<file path="src/rtl/alu_seq_pkg.sv">
// alu_seq_pkg: shared definitions for the nibble-serial ALU controller.
// FSM state encoding, ctl word bit positions and the standard ctl words.
package alu_seq_pkg;

    typedef enum logic [1:0] {
        ST_IDLE = 2'd0,
        ST_RUN  = 2'd1,
        ST_DONE = 2'd2
    } state_e;

    // ctl = {ex, nx, ey, ny, f, no}
    localparam int CTL_EX = 5;
    localparam int CTL_NX = 4;
    localparam int CTL_EY = 3;
    localparam int CTL_NY = 2;
    localparam int CTL_F  = 1;
    localparam int CTL_NO = 0;

    localparam logic [5:0] CTL_ADD  = 6'h2A;
    localparam logic [5:0] CTL_AND  = 6'h28;
    localparam logic [5:0] CTL_SUB  = 6'h3B;
    localparam logic [5:0] CTL_ZERO = 6'h02;

endpackage

</file>
<file path="src/rtl/alu_nibble_seq_alu4.sv">
// alu_nibble_seq_alu4: the 4-bit ALU4 slice. ex/ey enable (else zero) an operand,
// nx/ny invert it, f selects add (with carry) or AND, no inverts the output.
// The carry out is always the adder carry so it can be chained between nibbles.
module alu_nibble_seq_alu4
    import alu_seq_pkg::*;
(
    input  logic [3:0] x_i,
    input  logic [3:0] y_i,
    input  logic [5:0] ctl_i,
    input  logic       cin_i,
    output logic [3:0] out_o,
    output logic       cout_o
);

    logic [3:0] xa;
    logic [3:0] yb;
    logic [4:0] sum;
    logic [3:0] pre;

    // Operand conditioning, add/AND select and output inversion for one nibble
    always_comb begin
        xa = ctl_i[CTL_EX] ? x_i : 4'h0;
        if (ctl_i[CTL_NX]) xa = ~xa;
        yb = ctl_i[CTL_EY] ? y_i : 4'h0;
        if (ctl_i[CTL_NY]) yb = ~yb;
        sum    = {1'b0, xa} + {1'b0, yb} + {4'b0000, cin_i};
        pre    = ctl_i[CTL_F] ? sum[3:0] : (xa & yb);
        out_o  = ctl_i[CTL_NO] ? ~pre : pre;
        cout_o = sum[4];
    end

endmodule

</file>
<file path="src/rtl/alu_nibble_seq.sv">
// alu_nibble_seq: runs a WIDTH-bit ALU operation through one ALU4 slice,
// one nibble per clock, LSB nibble first, then pulses done with result/flags.
// Optional feature macro: ALU_NIBBLE_SEQ_CARRY_EN (carry_in and carry_flag live).
module alu_nibble_seq
    import alu_seq_pkg::*;
#(
    parameter  int WIDTH   = 16,
    localparam int NIBBLES = WIDTH / 4
) (
    input  logic             clk,
    input  logic             reset_n,
    input  logic             start,
    input  logic [WIDTH-1:0] x,
    input  logic [WIDTH-1:0] y,
    input  logic [5:0]       ctl,
    input  logic             carry_in,
    output logic             busy,
    output logic             done,
    output logic [WIDTH-1:0] result,
    output logic             z_flag,
    output logic             lt_flag,
    output logic             carry_flag
);

    localparam int IDXW = (NIBBLES > 1) ? $clog2(NIBBLES) : 1;
    localparam logic [IDXW-1:0] LAST_IDX = IDXW'(NIBBLES - 1);

    state_e            state_q;
    logic [WIDTH-1:0]  x_q;
    logic [WIDTH-1:0]  y_q;
    logic [5:0]        ctl_q;
    logic              carry_q;
    logic [IDXW-1:0]   idx_q;
    logic              acc_q;
    logic              busy_q;
    logic              done_q;
    logic              z_q;
    logic              lt_q;
    logic              cf_q;

    logic              accept;
    logic              carry_init;
    logic              cf_d;
    logic [3:0]        x_nib [NIBBLES];
    logic [3:0]        y_nib [NIBBLES];
    logic [NIBBLES-1:0] nib_we;
    logic [3:0]        slice_out;
    logic              slice_cout;

    assign accept = (state_q == ST_IDLE) && start;

`ifdef ALU_NIBBLE_SEQ_CARRY_EN
    assign carry_init = carry_in;
    assign cf_d       = slice_cout & ctl_q[CTL_F];
`else
    // carry_in has no function in this build; the chain still starts from 0
    logic unused_carry_in;
    assign unused_carry_in = carry_in;
    assign carry_init      = 1'b0;
    assign cf_d            = 1'b0;
`endif

    // Per-nibble operand taps, write-enable decode and result storage
    for (genvar gi = 0; gi < NIBBLES; gi++) begin : g_nib
        logic [3:0] nib_q;

        assign x_nib[gi]  = x_q[4*gi +: 4];
        assign y_nib[gi]  = y_q[4*gi +: 4];
        assign nib_we[gi] = (state_q == ST_RUN) && (idx_q == IDXW'(gi));

        // Result nibble: cleared on accept, written in its own RUN cycle
        always_ff @(posedge clk or negedge reset_n) begin
            if (!reset_n)        nib_q <= 4'h0;
            else if (accept)     nib_q <= 4'h0;
            else if (nib_we[gi]) nib_q <= slice_out;
        end

        assign result[4*gi +: 4] = nib_q;
    end

    alu_nibble_seq_alu4 u_alu4 (
        .x_i    (x_nib[idx_q]),
        .y_i    (y_nib[idx_q]),
        .ctl_i  (ctl_q),
        .cin_i  (carry_q),
        .out_o  (slice_out),
        .cout_o (slice_cout)
    );

    // Sequencer: latch on accept, chain carry/zero-accumulate per nibble, flag on DONE entry
    always_ff @(posedge clk or negedge reset_n) begin
        if (!reset_n) begin
            state_q <= ST_IDLE;
            x_q     <= '0;
            y_q     <= '0;
            ctl_q   <= '0;
            carry_q <= 1'b0;
            idx_q   <= '0;
            acc_q   <= 1'b0;
            busy_q  <= 1'b0;
            done_q  <= 1'b0;
            z_q     <= 1'b0;
            lt_q    <= 1'b0;
            cf_q    <= 1'b0;
        end else begin
            case (state_q)
                ST_IDLE: begin
                    done_q <= 1'b0;
                    if (start) begin
                        state_q <= ST_RUN;
                        busy_q  <= 1'b1;
                        x_q     <= x;
                        y_q     <= y;
                        ctl_q   <= ctl;
                        carry_q <= carry_init;
                        idx_q   <= '0;
                        acc_q   <= 1'b0;
                    end
                end
                ST_RUN: begin
                    carry_q <= slice_cout;
                    acc_q   <= acc_q | (|slice_out);
                    if (idx_q == LAST_IDX) begin
                        state_q <= ST_DONE;
                        done_q  <= 1'b1;
                        // Zero is judged on the final (post-inversion) output
                        z_q     <= ~(acc_q | (|slice_out));
                        lt_q    <= slice_out[3];
                        cf_q    <= cf_d;
                    end else begin
                        idx_q <= idx_q + 1'b1;
                    end
                end
                ST_DONE: begin
                    state_q <= ST_IDLE;
                    busy_q  <= 1'b0;
                    done_q  <= 1'b0;
                end
                default: begin
                    state_q <= ST_IDLE;
                    busy_q  <= 1'b0;
                    done_q  <= 1'b0;
                end
            endcase
        end
    end

    assign busy       = busy_q;
    assign done       = done_q;
    assign z_flag     = z_q;
    assign lt_flag    = lt_q;
    assign carry_flag = cf_q;

endmodule

</file>
<file path="config.mk">
export PLATFORM = sky130hd
export DESIGN_NAME = alu_nibble_seq
export DESIGN_NICKNAME = d
export VERILOG_FILES = /design/src/rtl/alu_seq_pkg.sv /design/src/rtl/alu_nibble_seq_alu4.sv /design/src/rtl/alu_nibble_seq.sv
export SDC_FILE = /design/constraint.sdc
export NUM_CORES = 1
export LEC_CHECK = 0
export CAP_MARGIN = 0
export CORE_MARGIN = 2
export CORE_UTILIZATION = 45
export DETAILED_ROUTE_END_ITERATION = 10
export PLACE_DENSITY = 0.76
export SLEW_MARGIN = 20
export SYNTH_ARGS = -nofsm -noshare
export SYNTH_HDL_FRONTEND = slang
export SYNTH_HIERARCHICAL = 1
export SYNTH_SLANG_ARGS = --single-unit
</file>
<file path="constraint.sdc">
create_clock -name clk -period 4.65 [get_ports clk]
set_clock_uncertainty 0.2 [all_clocks]
set_input_delay 1.1625 -clock clk [delete_from_list [all_inputs] [get_ports clk]]
set_output_delay 1.1625 -clock clk [all_outputs]
set_load 0.02 [all_outputs]
</file>
After elaboration in Yosys (flattened, before gate mapping)
Index checks and enable logic that the tools add are counted.
{"block": "classes", "add_sub_neg": 3, "div_mod_pow": 0, "n_shift": 0, "bitwise": 8, "n_mux": 33, "reduce_logical": 19, "magnitude_cmp": 1, "multipliers": 0, "eq_ne": 7}
{"cell": "$mux 4", "count": 18}
{"cell": "$bmux 4 s2", "count": 2}
{"cell": "$not 4->4", "count": 3}
{"cell": "$reduce_and 2->1", "count": 5}
{"cell": "$reduce_bool 2->1", "count": 5}
{"cell": "$mux 2", "count": 4}
{"cell": "$pmux 2 s2", "count": 2}
{"cell": "$pmux 1 s2", "count": 3}
{"cell": "$add 4x4->5", "count": 1}
{"cell": "$add 5x1->5", "count": 1}
{"cell": "$logic_and 1x1->1", "count": 5}
{"cell": "$and 4x4->4", "count": 1}
{"cell": "$eq 2x1->1 const B", "count": 2}
{"cell": "$eq 2x2->1 const B", "count": 2}
{"cell": "$logic_not 2->1", "count": 2}
{"cell": "$mux 1", "count": 4}
{"cell": "$ne 2x2->1 const B", "count": 2}
{"cell": "$reduce_or 4->1", "count": 1}
{"cell": "$ge 3x3->1 const B", "count": 1}
{"cell": "$not 2->3", "count": 1}
{"cell": "$reduce_and 3->1", "count": 1}
{"cell": "$add 2x1->2 const B", "count": 1}
{"cell": "$ne 2x1->1 const B", "count": 1}
{"cell": "$not 1->1", "count": 2}
{"cell": "$or 1x1->1", "count": 1}
{"block": "totals", "mem_bits_ro": 0, "inputBits": 42, "ff_bits": 64, "mem_count": 0, "latch_bits": 0, "ramBits": 0}

Depth between registers and ports, before layout
Gate-level depths: netlist (run 1).
{"block": "depth", "word_depth": 15, "mapped_depth": 13, "depth_no_buf": 12}

Hierarchy
Netlist (run 1), hierarchy kept.
{"module": "alu_nibble_seq", "n_inst": 1, "area_each_um2": 2871.5, "seq_area_each_um2": 1601.5, "cells_per_inst": 210}
{"module": "alu_nibble_seq_alu4", "n_inst": 1, "area_each_um2": 375.4, "seq_area_each_um2": 0.0, "cells_per_inst": 50}

Least setup slack after synthesis (run 1)
No wires, ideal clock.
{"block": "synth_timing", "kind": "register -> register", "startpoint": "reg idx_q[0]", "endpoint": "reg z_q (netlist: z_flag)", "arrival_time_ns": 3.236, "stages_incl_launch_ff": 14, "slack_ns": 1.149, "period_less_slack_ns": 3.501, "setup_ns": 0.065, "n_path_buf": 1, "required_time_ns": 4.385, "path_cell_list": "dfrtp_1 > buf_4 > mux4_2 > nand2_1 > xnor2_1 > inv_1 > fa_1 > fa_1 > nand2_1 > o21ai_1 > xnor2_1 > or4_1 > nor2_1 > mux2_2"}
{"block": "synth_via", "elab_chain_len": 15}
{"item": "from (decl)", "line_no": "alu_nibble_seq.sv:33", "source": "logic [IDXW-1:0] idx_q;"}
{"item": "from (signal assigned)", "line_no": "alu_nibble_seq.sv:131", "source": "idx_q <= idx_q + 1'b1;"}
{"item": "$not 2->3 (not written as such) (*)", "line_no": "alu_nibble_seq.sv:82, alu_nibble_seq.sv:83"}
{"item": "$bmux 4 s2 (on tied branches)", "line_no": "alu_nibble_seq.sv:82, alu_nibble_seq.sv:83"}
{"item": "$mux 4 (on tied branches) (2 in series)", "line_no": "alu_nibble_seq.sv:82, alu_nibble_seq.sv:83"}
{"item": "$mux 4 (on tied branches)", "line_no": "alu_nibble_seq_alu4.sv:22, alu_nibble_seq_alu4.sv:24"}
{"item": "$not 4->4 (on tied branches)", "line_no": "alu_nibble_seq_alu4.sv:23, alu_nibble_seq_alu4.sv:25"}
{"item": "$mux 4 (on tied branches)", "line_no": "alu_nibble_seq_alu4.sv:23, alu_nibble_seq_alu4.sv:25"}
{"item": "$add 4x4->5", "line_no": "alu_nibble_seq_alu4.sv:26", "source": "sum = {1'b0, xa} + {1'b0, yb} + {4'b0000, cin_i};"}
{"item": "$add 5x1->5", "line_no": "alu_nibble_seq_alu4.sv:26"}
{"item": "$mux 4 (*)", "line_no": "alu_nibble_seq_alu4.sv:27", "source": "pre = ctl_i[CTL_F] ? sum[3:0] : (xa & yb);"}
{"item": "$not 4->4", "line_no": "alu_nibble_seq_alu4.sv:28", "source": "out_o = ctl_i[CTL_NO] ? ~pre : pre;"}
{"item": "$mux 4 (*)", "line_no": "alu_nibble_seq_alu4.sv:28"}
{"item": "named net slice_out[1]", "line_no": "alu_nibble_seq.sv:47", "source": "logic [3:0] slice_out;"}
{"item": "$reduce_or 4->1 (*)", "line_no": "alu_nibble_seq.sv:127", "source": "z_q <= ~(acc_q | (|slice_out));"}
{"item": "$or 1x1->1 (*)", "line_no": "alu_nibble_seq.sv:127"}
{"item": "$not 1->1 (*)", "line_no": "alu_nibble_seq.sv:127"}
{"item": "to (signal assigned)", "line_no": "alu_nibble_seq.sv:127"}
{"item": "to (decl)", "line_no": "alu_nibble_seq.sv:37", "source": "logic z_q;"}
Mark *: on every way through the listed nets, which the timed path passes. The rest lies on a longest branch. The select of a mux whose other input is x is not followed.
A chain may end at the register's enable or synchronous reset.

Worst setup path in the final report (run 1)
Same ends and word-level chain as after synthesis.

==> flow_metrics.py, run 1 <==
metrics = {
    "synthesis": {
        "synth_cell_types": 36,
        "synth_edf_count": 0,
        "synth-seq-area-share_pct": 49.3,
        "synthesis.area_mm2": 0.00325,
        "synthFlopType": "dfrtp_1",
        "synth_cells": 260,
        "yosysWarnings": 6,
        "ys_ff_latch": 64,
        "async_flop_share_pct": 100,
        "avgSynthCellArea_um2": 12.5,
        "syn-num-nets": 312,
    },
    "final_layout": {
        "layout.nets": 375,
        "design_area_mm2": 0.00408,
        "mostFrequentLayoutCells": "64 x dfrtp_1, 59 x clkdlybuf4s50_1, 48 x nand2_1",
        "final_common_cell": "dfrtp_1",
        "final_layout_size_suffix_gt1_share_pct": 21.4,
        "n_antenna_cell": 0,
        "syn_to_final_growth_pct": 25.8,
    },
    "min_path": {
        "hold_class": "flip-flop to flip-flop",
    },
    "die": {
        "io-pin-count": 63,
        "fp.dieW_um": 88.9,
        "core_mm2": 0.00691,
        "die_h_um": 88.9,
        "rows": 30,
        "start_util_pct": 47.0,
        "die-area_mm2": 0.00791,
    },
    "critical_path": {
        "worstPathArrival_ns": 3.83,
        "worstSetupEndpointType": "flip-flop",
        "startpoint_type": "flip-flop",
        "cp_max_fo": 9,
        "worstSetupPathType": "flip-flop to flip-flop",
        "worstPathRequired_ns": 4.72,
        "reg2reg_setup_slack_ns": 0.90,
    },
    "place": {
        "portBuffers": 60,
        "dpl_cell_area_mm2": 0.00391,
        "gp_congestion": 0.823,
        "hpwlAfterDp_um": 4550,
    },
    "global_route": {
        "grt_remaining_overflow": 0,
        "antenna_found_initial": 0,
        "grt.total_usage_pct": 17.7,
        "grt_pass1_wl_um": 10400,
        "grt_max_degree": 43,
        "grt_pass1_vias": 2166,
    },
    "timing": {
        "period_share_pct": 80.7,
        "worst_slew_pin_slew_ns": 0.925,
        "setup_viol": 0,
        "tns_ns": 0,
        "rsz0062_at_grt": "no",
        "slew_headroom_pct": 38.4,
        "drv_slew": 0,
        "period_needed_ns": 3.75,
        "max_freq_mhz": 266,
        "hold_viol": 0,
    },
    "run_status": {
        "status": "finished, final reports clean",
    },
    "cts": {
        "cts_setup_buffers": 0,
        "cts.reportedPaths.clkPinSlew_ns": 0.07,
        "clk_latency_ns": 0.34,
        "ctsHoldBuffers": 0,
        "cts_sinks": 64,
        "htreeDepth": 3,
        "cts_buffers": 9,
        "cts_buffer_depth": 2,
        "ctsResizeCount": 0,
        "tritoncts": "built",
        "cts_root_buffer": "clkbuf_8",
    },
    "routing": {
        "vias": 2133,
        "viasPerCell": 5.04,
        "firstDrtPassIters": 4,
        "drt-total-wl_um": 6270,
        "drc": 0,
        "drt_iter0_markers": 78,
        "wl_per_cell_um": 14.8,
        "final_antenna_net_count": 0,
    },
    "flow_run": {
        "max_cap_viol_count": 0,
    },
    "power": {
        "power_frac_clock_pct": 12.5,
        "internal_power_w": 0.00204,
        "p_seq_share_pct": 31.3,
        "cellLeakagePower_nw": 1.74,
        "switching_share_pct": 40.3,
        "switching_power_w": 0.00138,
        "p_per_area_mw_per_mm2": 836,
        "ir_worst_vdd_mv": 0.322,
        "p_comb_share_pct": 56.2,
    },
}
==> synthesized netlist by cell type, types with 3 or more instances <==
| library cell | number | share of area (%) |
|---|---|---|
| mux2_4 | 20 | 9.2 |
| nand2_1 | 48 | 5.5 |
| dfrtp_1 | 64 | 49 |
| inv_1 | 11 | 1.3 |
| o211ai_1 | 17 | 3.9 |
| buf_4 | 3 | 0.69 |
| mux2_2 | 20 | 6.9 |
| nand2b_1 | 5 | 0.96 |
| nor2_1 | 4 | 0.46 |
| a21oi_1 | 3 | 0.46 |
| nor2b_1 | 5 | 0.96 |
| xnor2_1 | 11 | 3.0 |
| clkbuf_1 | 4 | 0.46 |
| ha_1 | 8 | 3.1 |
| mux4_2 | 8 | 5.5 |
==> kinds of logic (layout without fill, tap and decap cells) <==
family,count (synthesis),after routing,share of synthesized area (%)
other,1,1,0.115
muxes,49,49,22.0
buffers and inverters,23,90,4.01
xor gates and xnor gates,13,13,3.51
adders and majority gates,10,10,4.32
AOI/OAI and AO/OA,33,33,7.48
and+or+nand+nor,67,67,9.21
DFF,64,64,49.3
==> per-layer routing <==
metal / track usage, % / wire, um
met1: 22.4 / 2770
met2: 28.5 / 3020
met3: 4.62 / 372
met4: 8.14 / 109
met5: 0 / 0
==> flip-flops by register name, indices dropped and copies added (netlist names) <==
register,count
g_nib.nib_q,16
x_q,16
y_q,16
ctl_q,6
idx_q,2
state_q,2
acc_q,1
busy,1
carry_q,1
done,1
lt_flag,1
z_flag,1
==> worst paths after layout <==
kind                                endpoint  cells past startpoint  startpoint
setup / recovery                      z_flag                     12    idx_q[0]
hold / removal                       lt_flag                      1     lt_flag
setup reg to reg                      z_flag                     12    idx_q[0]
hold reg to reg                      lt_flag                      1     lt_flag
max in group asynchronous           ctl_q[3]                      2     reset_n
min in group asynchronous  g_nib[1].nib_q[2]                      1     reset_n
==> final cells by class <==
type / instances / area (um2)
sequential: 64 / 1600
clock inverter: 3 / 17.5
multi-input combinational: 173 / 1520
inverter: 11 / 41.3
tap: 96 / 120
timing repair buffer: 64 / 626
fill: 587 / 2820
clock buffer: 12 / 155
==> power by group through the flow <==
| stage | Sequential [W] | Combinational [W] | Clock [W] |
|---|---|---|---|
| after global placement | 0.00106 | 0.00187 | 0 |
| final | 0.00107 | 0.00192 | 0.000426 |
| after CTS | 0.00107 | 0.00194 | 0.000432 |
| after detailed placement | 0.00108 | 0.00193 | 0 |
| after floorplan | 0.00105 | 0.00146 | 0 |
| after global routing | 0.00111 | 0.00214 | 0.000455 |
==> metrics by stage <==
| stage | hold slack (ns) | util (%) | power [W] | worst slack (ns) | std cells |
|---|---|---|---|---|---|
| floorplan | 0.273 | - | 0.00250 | 1.15 | 260 |
| global placement | 0.285 | 56.6 | 0.00293 | 0.901 | 408 |
| detailed placement | 0.285 | 56.6 | 0.00301 | 0.870 | 408 |
| CTS | 0.304 | 59.1 | 0.00344 | 0.846 | 423 |
| global route | 0.325 | 59.1 | 0.00371 | 0.679 | 423 |
| finish | 0.303 | 59.1 | 0.00341 | 0.897 | 423 |
==> critical path, cell delays in order (launching register included) <==
cell	delay, ns
dfrtp_1	0.62
mux4_2	0.56
nand2_1	0.09
xnor2_1	0.14
inv_1	0.08
fa_1	0.43
fa_1	0.51
nand2_1	0.05
o21ai_1	0.10
xnor2_1	0.09
or4_1	0.51
nor2_1	0.14
mux2_2	0.16
Power figures use the tool's default switching activity.
==> run 2: changes to the inputs <==
clock period = 3.9 ns   (was 4.65 ns; I/O delays follow)
==> run 2 against run 1 <==
Compared with the run above: die area unchanged; count of clock-buffer cells in the layout decreased by 3; critical path type unchanged; routed wire length fell by 3.6%; global-route usage down 0.41 points; largest cell class unchanged; sequential share of layout area is 0.14 points lower.
==> flow_metrics.py, run 2 (synthesized netlist as in run 1, its figures left out) <==
metrics = {
    "run_status": {
        "status": "finished, final reports clean",
    },
    "cts": {
        "ctsResizeCount": 0,
        "cts.reportedPaths.clkPinSlew_ns": 0.08,
        "cts_root_buffer": "clkbuf_8",
        "clk_latency_ns": 0.35,
        "tritoncts": "built",
        "ctsHoldBuffers": 0,
        "cts_sinks": 64,
        "htreeDepth": 3,
        "cts_setup_buffers": 0,
        "cts_buffers": 9,
        "cts_buffer_depth": 2,
    },
    "routing": {
        "firstDrtPassIters": 4,
        "top_layer": "met4",
        "dr_wl_met2_um": 2900,
        "drt_iter0_markers": 72,
        "drc": 0,
        "final_antenna_net_count": 0,
        "viasPerCell": 5.05,
        "wl_per_cell_um": 14.2,
        "vias": 2150,
        "drt-total-wl_um": 6040,
        "met3_wirelength_um": 319,
        "drt-met1-wl_um": 2700,
    },
    "timing": {
        "fin_ws_ns": 0.323,
        "drv_slew": 0,
        "worst_slew_pin_slew_ns": 0.638,
        "whs_ns": 0.305,
        "hold_viol": 0,
        "rsz0062_at_grt": "no",
        "period_share_pct": 91.7,
        "max_freq_mhz": 280,
        "tns_ns": 0,
        "slew_headroom_pct": 57.5,
        "setup_viol": 0,
        "period_needed_ns": 3.58,
    },
    "critical_path": {
        "worstPathRequired_ns": 3.99,
        "cp-startpoint": "idx_q[0]",
        "reg2reg_setup_slack_ns": 0.32,
        "reg2reg_from": "idx_q[0]",
        "r2r.worst_path.cells": 12,
        "r2r_end": "z_flag",
        "worstSetupPathType": "flip-flop to flip-flop",
        "worstSetupEndpointType": "flip-flop",
        "startpoint_type": "flip-flop",
        "worstPathArrival_ns": 3.67,
        "cp_max_fo": 4,
    },
    "die": {
        "core_mm2": 0.00691,
        "start_util_pct": 47.0,
        "rows": 30,
        "die_h_um": 88.9,
        "io-pin-count": 63,
        "fp.dieW_um": 88.9,
        "die-area_mm2": 0.00791,
    },
    "place": {
        "portBuffers": 60,
        "hpwlAfterDp_um": 4570,
        "place_ws_ns": 0.319,
        "placed_cells": 410,
        "gp_congestion": 0.799,
    },
    "global_route": {
        "antenna_found_initial": 0,
        "grt_remaining_overflow": 0,
        "grt_pass1_vias": 2192,
        "grt_max_degree": 39,
        "grt.total_usage_pct": 17.2,
        "grt_pass1_wl_um": 10100,
    },
    "final_layout": {
        "nFillCells": 574,
        "largest_registers": "g_nib.nib_q: 16 flops, x_q: 16 flops, y_q: 16 flops",
        "layout.nets": 377,
        "final_common_cell": "dfrtp_1",
        "n_antenna_cell": 0,
        "syn_to_final_growth_pct": 26.2,
        "mostFrequentLayoutCells": "64 x dfrtp_1, 59 x clkdlybuf4s50_1, 48 x nand2_1",
        "final_cells": 426,
        "final_core_util_pct": 59.3,
        "final_layout_size_suffix_gt1_share_pct": 22.4,
    },
    "min_path": {
        "hold_depth": 1,
        "worstHoldStart": "y_q[0]",
        "hold_class": "flip-flop to flip-flop",
        "min_to": "y_q[0]",
    },
    "flow_run": {
        "max_cap_viol_count": 0,
    },
    "power": {
        "ir_worst_vdd_mv": 0.427,
        "cellLeakagePower_nw": 1.75,
        "p_per_area_mw_per_mm2": 988,
    },
}
run 2: critical path: stages (launching register included):
cell,delay [ns]
dfrtp_1,0.46
mux4_2,0.54
nand2_1,0.09
xnor2_1,0.14
inv_1,0.08
fa_1,0.44
fa_1,0.50
nand2_1,0.05
o21ai_1,0.10
xnor2_1,0.10
or4_1,0.51
nor2_1,0.14
mux2_2,0.16
run 2: cell type report:
cell class | count | area [um2] | share of cell area, %
multi-input cells | 173 | 1520 | 37.1
clock inverters | 7 | 48.8 | 1.19
flip-flops and latches | 64 | 1600 | 39.1
clock buffers | 9 | 124 | 3.02
well taps | 96 | 120 | 2.93
repair buffers | 66 | 641 | 15.6
inverters | 11 | 41.3 | 1.01
run 2: routing by layer:
layer | vias to the layer above | track usage, %
li1 | 1033 | -
met1 | 1033 | 21.7
met2 | 73 | 28.4
met3 | 11 | 4.06
met4 | 0 | 8.01
met5 | - | 0
run 2: worst max-delay path by stage:
stage	end	slack [ns]	cells after the start
2_1_floorplan	z_flag	0.40	13
3_3_place_gp	z_flag	0.36	12
3_5_place_dp	z_flag	0.32	12
4_1_cts	z_flag	0.29	12
5_1_grt	z_flag	0.16	12
6_report	z_flag	0.32	12
run 2: through the flow:
step,instance area [um2],total power [W]
final,4100,0.00405
after global routing,4100,0.00439
after floorplan,3250,0.00299
after global placement,3930,0.00351
after CTS,4100,0.00408
after detailed placement,3930,0.00358
run 2: power breakdown:
part | internal, W | switching (W) | total [W] | leakage (nW)
sequential | 0.000987 | 0.000260 | 0.00125 | 0.778
combinational | 0.00119 | 0.00111 | 0.00230 | 0.879
clock | 0.000230 | 0.000270 | 0.000499 | 0.0889
total | 0.00240 | 0.00164 | 0.00405 | 1.75
==> run 3: changes to the inputs <==
CORE_UTILIZATION = 52   (was 45)
PLACE_DENSITY = 0.85   (was 0.76)
SETUP_SLACK_MARGIN = 0.2   (was not set)
==> run 3 against run 2 <==
Compared with the run above: non-clock buffer count is 1 higher; first-iteration DRC count is 18% higher; global-route usage is 3.2 points higher; total power is 3.6% higher; utilization is 9.5 points higher; sequential power hardly changed; via count is 1.3% higher; routed wire length is 6.8% higher; register-to-register slack better by 0.11 ns.
==> flow_metrics.py, run 3 (synthesized netlist as in run 1, its figures left out) <==
metrics = {
    "min_path": {
        "hold_class": "flip-flop to flip-flop",
        "hold_depth": 1,
    },
    "place": {
        "hpwlAfterDp_um": 4700,
        "portBuffers": 60,
        "gp_congestion": 0.837,
        "dpl_cell_area_mm2": 0.00392,
    },
    "routing": {
        "wl_per_cell_um": 15.9,
        "firstDrtPassIters": 4,
        "final_antenna_net_count": 0,
        "viasPerCell": 5.36,
        "drc": 0,
        "vias": 2178,
        "drt_iter0_markers": 85,
        "drt-total-wl_um": 6450,
    },
    "final_layout": {
        "n_antenna_cell": 0,
        "largest_registers": "g_nib.nib_q: 16 flops, x_q: 16 flops, y_q: 16 flops",
        "nFillCells": 432,
        "final_core_util_pct": 68.8,
        "syn_to_final_growth_pct": 27.0,
        "design_area_mm2": 0.00412,
        "final_layout_size_suffix_gt1_share_pct": 22.7,
        "seq_area_mm2": 0.00160,
        "mostFrequentLayoutCells": "63 x dfrtp_1, 59 x clkdlybuf4s50_1, 48 x nand2_1",
        "multi_input_area_mm2": 0.00153,
        "layout.nets": 378,
        "final_common_cell": "dfrtp_1",
    },
    "cts": {
        "cts.reportedPaths.clkPinSlew_ns": 0.07,
        "clk_latency_ns": 0.34,
        "cts_sinks": 64,
        "htreeDepth": 3,
        "cts_buffer_depth": 2,
        "cts_buffers": 9,
        "cts_root_buffer": "clkbuf_8",
        "ctsResizeCount": 0,
        "cts_setup_buffers": 0,
        "tritoncts": "built",
        "ctsHoldBuffers": 0,
    },
    "global_route": {
        "grt_remaining_overflow": 0,
        "grt.total_usage_pct": 20.4,
        "antenna_found_initial": 0,
        "grt_pass1_wl_um": 11000,
        "grt_max_degree": 39,
        "grt_pass1_vias": 2300,
    },
    "power": {
        "ir_worst_vdd_mv": 0.482,
        "finalPower_w": 0.00419,
        "p_per_area_mw_per_mm2": 1020,
        "cellLeakagePower_nw": 1.77,
    },
    "timing": {
        "period_needed_ns": 3.47,
        "tns_ns": 0,
        "hold_viol": 0,
        "rsz0062_at_grt": "no",
        "max_freq_mhz": 289,
        "setup_viol": 0,
        "slew_headroom_pct": 54.2,
        "period_share_pct": 88.9,
        "drv_slew": 0,
        "worst_slew_pin_slew_ns": 0.686,
    },
    "die": {
        "die-area_mm2": 0.00689,
        "io-pin-count": 63,
        "rows": 28,
        "die_h_um": 83.0,
        "start_util_pct": 54.2,
        "core_mm2": 0.00599,
        "fp.dieW_um": 83.0,
    },
    "critical_path": {
        "worstPathArrival_ns": 3.54,
        "worstSetupPathType": "flip-flop to flip-flop",
        "worstPathRequired_ns": 3.97,
        "worstSetupEndpointType": "flip-flop",
        "cp_max_fo": 4,
        "r2r.worst_path.cells": 12,
        "startpoint_type": "flip-flop",
    },
    "run_status": {
        "status": "finished, final reports clean",
    },
    "flow_run": {
        "max_cap_viol_count": 0,
    },
}
## run 3: worst max-delay path, stage by stage, from the launching register on
cell	delay, ns
dfrtp_2	0.43
mux4_2	0.51
nand2_1	0.10
xnor2_1	0.14
inv_1	0.08
fa_2	0.38
fa_1	0.49
nand2_1	0.05
o21ai_1	0.10
xnor2_1	0.09
or4_1	0.51
nor2_1	0.15
mux2_2	0.17
## run 3: where the power goes
group	switching, W	leakage, nW	internal, W
sequential	0.000275	0.777	0.000990
combinational	0.00115	0.886	0.00120
clock	0.000243	0.103	0.000329
## run 3: area by class of cell
type	count	area share [%]
tap	75	2.28
multi-input combinational	173	37.0
clock inverter	3	0.971
inverter	11	1.00
clock buffer	13	3.85
sequential	64	38.9
timing repair buffer	67	16.0
## run 3: path summary, 6_finish.rpt
kind / slack (ns) / to / startpoint
setup / recovery: 0.43 / z_flag / idx_q[0]
hold / removal: 0.30 / lt_flag / lt_flag
setup reg to reg: 0.43 / z_flag / idx_q[0]
hold reg to reg: 0.30 / lt_flag / lt_flag
max in group asynchronous: 2.31 / y_q[5] / reset_n
min in group asynchronous: 0.47 / g_nib[3].nib_q[3] / reset_n
## run 3: through the flow
step / std cells / setup WS, ns / hold slack (ns)
CTS: 406 / 0.268 / 0.301
global route: 406 / 0.258 / 0.320
floorplan: 260 / 0.399 / 0.273
detailed placement: 390 / 0.337 / 0.281
finish: 406 / 0.435 / 0.304
global placement: 390 / 0.376 / 0.285
## run 3: layer usage
| metal | vias to the layer above | global-route usage, % | routed length [um] | share of wire, % |
|---|---|---|---|---|
| met5 | - | 0 | 0 | 0 |
| met2 | 75 | 34.7 | 3200 | 50 |
| met4 | 0 | 8.64 | 121 | 1.9 |
| met1 | 1051 | 24.4 | 2800 | 43 |
| li1 | 1037 | - | - | - |
| met3 | 15 | 5.77 | 328 | 5.1 |
